<file path="src/rtl/booth_pp_accumulator.sv">
// Carry-save accumulator for radix-4 Booth partial products: one beat per cycle,
// then a single carry-propagate add delivers the product on a valid/ready port.
module booth_pp_accumulator #(
  parameter int W   = 64,
  parameter int NPP = 17,
  parameter int CW  = 5
) (
  input  logic         clk,
  input  logic         rst,
  input  logic         pp_valid,
  output logic         pp_ready,
  input  logic [W-1:0] pp_data,
  input  logic         pp_last,
  output logic         res_valid,
  input  logic         res_ready,
  output logic [W-1:0] res_data,
  output logic         res_err
);

  typedef enum logic [1:0] {ACCUM, RESOLVE, DONE} state_t;

  localparam logic [CW:0] NPP_C = (CW+1)'(NPP);

  state_t         state_r;
  logic [W-1:0]   sum_r;
  logic [W-1:0]   car_r;
  logic [W-1:0]   res_r;
  logic [CW-1:0]  cnt_r;
  logic           err_r;

  logic           beat_acc;
  logic [CW:0]    cnt_inc;
  logic           cnt_err;

  function automatic logic [W-1:0] csa_sum(input logic [W-1:0] a,
                                           input logic [W-1:0] b,
                                           input logic [W-1:0] c);
    return a ^ b ^ c;
  endfunction

  // Carry out of the MSB falls off the shift; the result is modulo 2^W anyway.
  function automatic logic [W-1:0] csa_car(input logic [W-1:0] a,
                                           input logic [W-1:0] b,
                                           input logic [W-1:0] c);
    return ((a & b) | (a & c) | (b & c)) << 1;
  endfunction

  function automatic logic [CW-1:0] sat_inc(input logic [CW-1:0] c);
    return (&c) ? c : c + CW'(1);
  endfunction

  assign beat_acc = pp_valid && (state_r == ACCUM);
  // One extra bit so a saturated counter still compares as over-count.
  assign cnt_inc  = {1'b0, cnt_r} + (CW+1)'(1);
  assign cnt_err  = pp_last ? (cnt_inc != NPP_C) : (cnt_inc >= NPP_C);

  assign pp_ready  = (state_r == ACCUM);
  assign res_valid = (state_r == DONE);
  assign res_data  = res_r;
  assign res_err   = (state_r == DONE) && err_r;

  always_ff @(posedge clk or posedge rst) begin
    if (rst) begin
      state_r <= ACCUM;
      sum_r   <= '0;
      car_r   <= '0;
      res_r   <= '0;
      cnt_r   <= '0;
      err_r   <= 1'b0;
    end else begin
      case (state_r)
        ACCUM: begin
          if (beat_acc) begin
            sum_r <= csa_sum(sum_r, car_r, pp_data);
            car_r <= csa_car(sum_r, car_r, pp_data);
            cnt_r <= sat_inc(cnt_r);
            if (cnt_err) err_r <= 1'b1;
            if (pp_last) state_r <= RESOLVE;
          end
        end
        RESOLVE: begin
          res_r   <= sum_r + car_r;
          state_r <= DONE;
        end
        DONE: begin
          if (res_ready) begin
            sum_r   <= '0;
            car_r   <= '0;
            cnt_r   <= '0;
            err_r   <= 1'b0;
            state_r <= ACCUM;
          end
        end
        default: state_r <= ACCUM;
      endcase
    end
  end

endmodule

</file>
<file path="config.mk">
export PLATFORM = sky130hd
export DESIGN_NAME = booth_pp_accumulator
export DESIGN_NICKNAME = d
export VERILOG_FILES = /design/src/rtl/booth_pp_accumulator.sv
export SDC_FILE = /design/constraint.sdc
export NUM_CORES = 1
export LEC_CHECK = 0
export ABC_CLOCK_PERIOD_IN_PS = 12800
export BUFFER_PORTS_ARGS = -buffer_cell sky130_fd_sc_hd__buf_2
export CAP_MARGIN = 15
export CORE_MARGIN = 2
export CORE_UTILIZATION = 45
export DETAILED_ROUTE_END_ITERATION = 10
export GPL_TIMING_DRIVEN = 0
export PLACE_DENSITY = 0.73
export SETUP_SLACK_MARGIN = 0.1
export SKIP_CTS_REPAIR_TIMING = 1
export SYNTH_ARGS = -nofsm -noshare
export SYNTH_HDL_FRONTEND = slang
export SYNTH_SLANG_ARGS = --single-unit
export TNS_END_PERCENT = 30
</file>
<file path="constraint.sdc">
create_clock -name clk -period 12.8 [get_ports clk]
set_clock_uncertainty 0.2 [all_clocks]
set_input_delay 1.92 -clock clk [delete_from_list [all_inputs] [get_ports clk]]
set_output_delay 1.92 -clock clk [all_outputs]
set_load 0.01 [all_outputs]
</file>
* Word-level counts from Yosys, hierarchy flattened
Index checks and enable logic that the tools add are counted. Widths: inputs -> output; s select.
Storage, ports and cells: register bits after elaboration 200, bits of input ports 69, output and inout bits 67, word-level logic and storage cells 52
Operators by class: $add $sub $neg 3, $lt $le $gt $ge 1, equal/unequal tests 8, muxes and demuxes 18, bitwise gates (word level) 7, reduce and logical (&&, ||, !) cells 9
Operators with widths (number):
- $pmux 64 s2 | 2
- $mux 64 | 3
- $and 63x63->63 | 3
- $xor 64x64->64 | 2
- $or 63x63->63 | 2
- $add 64x64->64 | 1
- $mux 5 | 3
- $pmux 5 s2 | 1
- $ne 2x1->1 const B | 4
- $reduce_and 4->1 | 2
- $add 5x1->6 const B | 1
- $ge 6x5->1 const B | 1
- $mux 2 | 3
- $ne 6x5->1 const B | 1
- $pmux 2 s3 | 1
- $reduce_and 3->1 | 2
- $add 5x1->5 const B | 1
- $reduce_and 5->1 | 1
- $mux 1 | 4
- $eq 2x1->1 const B | 1
- $eq 2x2->1 const B | 1
- $logic_and 1x1->1 | 2
- $logic_not 2->1 | 1
- $ne 2x2->1 const B | 1
- 2 further kinds | 2

* Logic depth before layout (Yosys ltp)
depth in word-level cells 6, mapped depth 12, mapped depth without buffers 12

* Worst setup path after synthesis
OpenSTA, ideal clock, no wires.
kind in2reg, start point input pp_valid, end point register sum_r[63], setup time 0.083 ns, data arrival time 3.061 ns, data required time 12.517 ns, slack 9.457 ns, stages on the path 6, path buffers 3, cells stage by stage and2_1 clkbuf_1 clkbuf_1 clkbuf_1 nand2_1 o21ai_0
On the way: word-level cells in the longest chain between the ends 3
Ends and longest elaborated chain:
- from (decl) | line 10 | input logic pp_valid,
- $logic_and 1x1->1 | line 52 | assign beat_acc = pp_valid && (state_r == ACCUM);
- $ne 2x1->1 (no line)
- $reduce_and 3->1 (no line)
- to (signal assigned) | line 74 | sum_r <= csa_sum(sum_r, car_r, pp_data);
- to (decl) | line 25 | logic [W-1:0] sum_r;
No other way between the ends. A chain may end at the register's enable or synchronous reset.

* Final worst setup path
start point register sum_r[8], end point register res_r[61] (netlist: res_data[61])
On the way: word-level cells in the longest chain between the ends 1
Ends and longest elaborated chain:
- $add 64x64->64 | line 82 | res_r <= sum_r + car_r;
- to (signal assigned) | line 82
- to (decl) | line 27 | logic [W-1:0] res_r;
No other way between the ends.

==> results.yml <==
logic_synthesis:
  synth.avg_cell_area_sq_um: 10.29
  ys_ff_latch: 199
  synth_cells: 1218
  ys.flop_type: "dfrtp_1"
  synthArstFlopShare_pct: 100.0
  yosysSeqAreaShare_pct: 39.72
  synth.distinct_cells: 76
  synth_edf_count: 0
  yosysWarnings: 0
  synthesis.area_sq_um: 12540
  syn_nets: 1416
die:
  start_util_pct: 45.38
  core_sq_um: 27630
  fp.dieH_microns: 170.9
  die_width_microns: 170.9
  rows: 61
  dieArea_sq_um: 29210
  io_pins: 136
clock_network:
  cts-htree-levels: 4
  clk_latency_ns: 0.46
  cts-root-buf: "clkbuf_16"
  tritoncts: "yes"
  clockBufferDepth: 2
  clkSinkCount: 199
  cts_buffers: 17
  clk_pin_slew_worst_paths_ns: 0.07
sta:
  setup_viol: 0
  finalMaxSlewViolations: 0
  max_freq_mhz: 226.0
  tightest_slew_ns: 0.8423
  maxSlewHeadroom_pct: 43.25
  layout_worst_path_cycle_share_pct: 34.57
  rsz0062_at_grt: "no"
  tns_ns: 0
  hold_viol_final: 0
  fin_crit_ns: 4.425
pwr:
  finalPower_mw: 3.781
  powerDensity_nw_per_um2: 264.7
  p_leak_nw: 6.801
  peakVddDrop_mv: 0.1259
setup_path:
  r2r_end: "res_data[61]$_DFFE_PP0N_"
  r2r_start: "sum_r[8]$_DFFE_PP0P_"
  arrival_ns: 4.54
  r2r_setup_slack_ns: 8.38
  crit_type: "flop to flop"
  worstPathRequired_ns: 12.92
  endpoint_kind: "flop"
  crit_fanout: 5
  rr_worst_depth: 10
  critPathLaunchType: "flop"
cells_and_area:
  drive_above_1_share_pct: 14.79
  layout.cells.most_common: "dfrtp_1"
  final_cell_mix: "dfrtp_1 (199), nand2_1 (138), buf_2 (136)"
  nets: 1571
  regArea_sq_um: 4980
  multi_input_area_sq_um: 7082
  area_growth_pct: 13.93
  fillers: 2594
  fin_cells: 1766
hold_path:
  whs_endpoint: "res_data[52]$_DFFE_PP0N_"
  min_from: "res_data[52]$_DFFE_PP0N_"
  hold_class: "flop to flop"
  whs_path_depth: 2
route:
  vias_per_cell: 5.746
  drt-total-wl_microns: 33180
  remaining_drc_errors: 0
  wl_per_cell_microns: 18.79
  drtAntennaViolNets: 0
  firstDrtPassIters: 5
  vias: 10150
  drt_iter0_drc: 768
grt:
  antenna_found_initial: 2
  grt_max_degree: 114
  grt_use_total_pct: 23.79
  grt-ovfl-total: 0
  grt_pass1_vias: 10060
  grt_pass1_wl_microns: 53920
run_status:
  status: "completed"
placed_design:
  gp_congestion: 0.9336
  dp.cells: 1732
  dp_hpwl_microns: 25220
  port-buffer-count: 135
run:
  drv_cap: 0
-- report_power, final --
part | switching [mW] | total [mW] | internal, mW | leakage [nW]
clock network | 0.273 | 0.532 | 0.258 | 0.273
logic | 1.19 | 2.07 | 0.881 | 3.99
registers | 0.276 | 1.18 | 0.904 | 2.54
-- worst max-delay path, cell delays in order (launching register included) --
cell and delay [ns]:
dfrtp_1 0.43, ha_1 0.38, a211oi_1 0.24, o21bai_1 0.16, nor4_1 0.69, o21ai_0 0.42
a31oi_1 0.72, o21bai_1 0.32, a311oi_1 0.37, xor2_1 0.26, o21ai_0 0.11
-- kinds of logic after synthesis --
family                   count (synthesis)  synth area share, %
AND/OR/NAND/NOR                        298                11.24
multiplexers                             3               0.2495
AO/OA/AOI/OAI                          440                24.51
XOR/XNOR                                55                3.842
buffers and inverters                   94                3.802
flip-flops                             199                39.72
adder cells (fa/ha/maj)                129                16.65
-- cell type report --
type / count / area share, %
buffer: 73 / 2.785
tap: 378 / 3.311
clock buffer: 18 / 3.004
inverter: 21 / 0.6044
antenna: 2 / 0.03504
timing repair buffer: 136 / 4.922
clock inverter: 14 / 0.9022
multi-input combinational: 925 / 49.58
sequential: 199 / 34.86
-- flip-flops by register name (all words and copies together), names as in the netlist --
name and flops:
err_r 1, car_r 63, cnt_r 5, state_r 2, res_data 64, sum_r 64
-- worst max-delay path by stage --
stage / to / slack (ns) / startpoint / cells after the start
CTS: res_data[61]$_DFFE_PP0N_ / 8.52 / sum_r[8]$_DFFE_PP0P_ / 10
detailed placement: car_r[5]$_DFFE_PP0P_ / 8.42 / pp_valid / 6
global route: res_data[61]$_DFFE_PP0N_ / 8.17 / sum_r[8]$_DFFE_PP0P_ / 10
global placement: car_r[35]$_DFFE_PP0P_ / 3.02 / rst / 2
floorplan: car_r[10]$_DFFE_PP0P_ / 5.25 / rst / 1
finish: res_data[61]$_DFFE_PP0N_ / 8.38 / sum_r[8]$_DFFE_PP0P_ / 10
-- cell usage after synthesis, drive strengths merged (4+ instances only) --
| cell | number | area [sq um] |
|---|---|---|
| a211oi | 12 | 102.6 |
| nor4 | 4 | 25.02 |
| nor2b | 5 | 31.28 |
| dfrtp | 199 | 4980 |
| fa | 63 | 1261 |
| o31ai | 7 | 52.55 |
| or3 | 5 | 37.54 |
| o21a | 6 | 45.04 |
| a221o | 4 | 40.04 |
| o211ai | 8 | 60.06 |
| nand2b | 5 | 31.28 |
| a22o | 126 | 1104 |
| nand2 | 138 | 518.0 |
| o21bai | 15 | 112.6 |
| nor2 | 49 | 183.9 |
| buf | 17 | 140.1 |
| and3 | 10 | 63.81 |
| and2 | 13 | 82.59 |
| a21oi | 80 | 404.1 |
| inv | 21 | 78.83 |
| ha | 66 | 825.8 |
| xor2 | 28 | 245.2 |
| nand3 | 16 | 80.08 |
| a31oi | 11 | 68.82 |
| o21ai | 101 | 509.2 |
| nand4 | 26 | 177.7 |
| a21o | 38 | 285.3 |
| and4 | 4 | 35.03 |
| nor3 | 13 | 65.06 |
| xnor2 | 27 | 236.5 |
| clkbuf | 55 | 246.5 |
-- stage by stage --
stage / util, % / hold slack (ns) / setup WS, ns / instance area (sq um)
after floorplan: - / 0.2402 / 5.254 / 12540
after global placement: 49.54 / 0.2564 / 3.023 / 13690
after detailed placement: 49.66 / 0.2655 / 8.422 / 13720
after CTS: 51.68 / 0.2818 / 8.518 / 14280
after global routing: 51.70 / 0.3061 / 8.169 / 14290
final: 51.70 / 0.2733 / 8.375 / 14290
-- routing by layer --
| layer | share of wire [%] | up-vias | global-route usage [%] |
|---|---|---|---|
| met2 | 47 | 309 | 37.07 |
| met4 | 2.9 | 0 | 8.880 |
| li1 | - | 4802 | - |
| met3 | 4.8 | 62 | 3.493 |
| met5 | 0 | - | 0 |
| met1 | 46 | 4975 | 33.82 |
(Power assumes the default switching activity.)
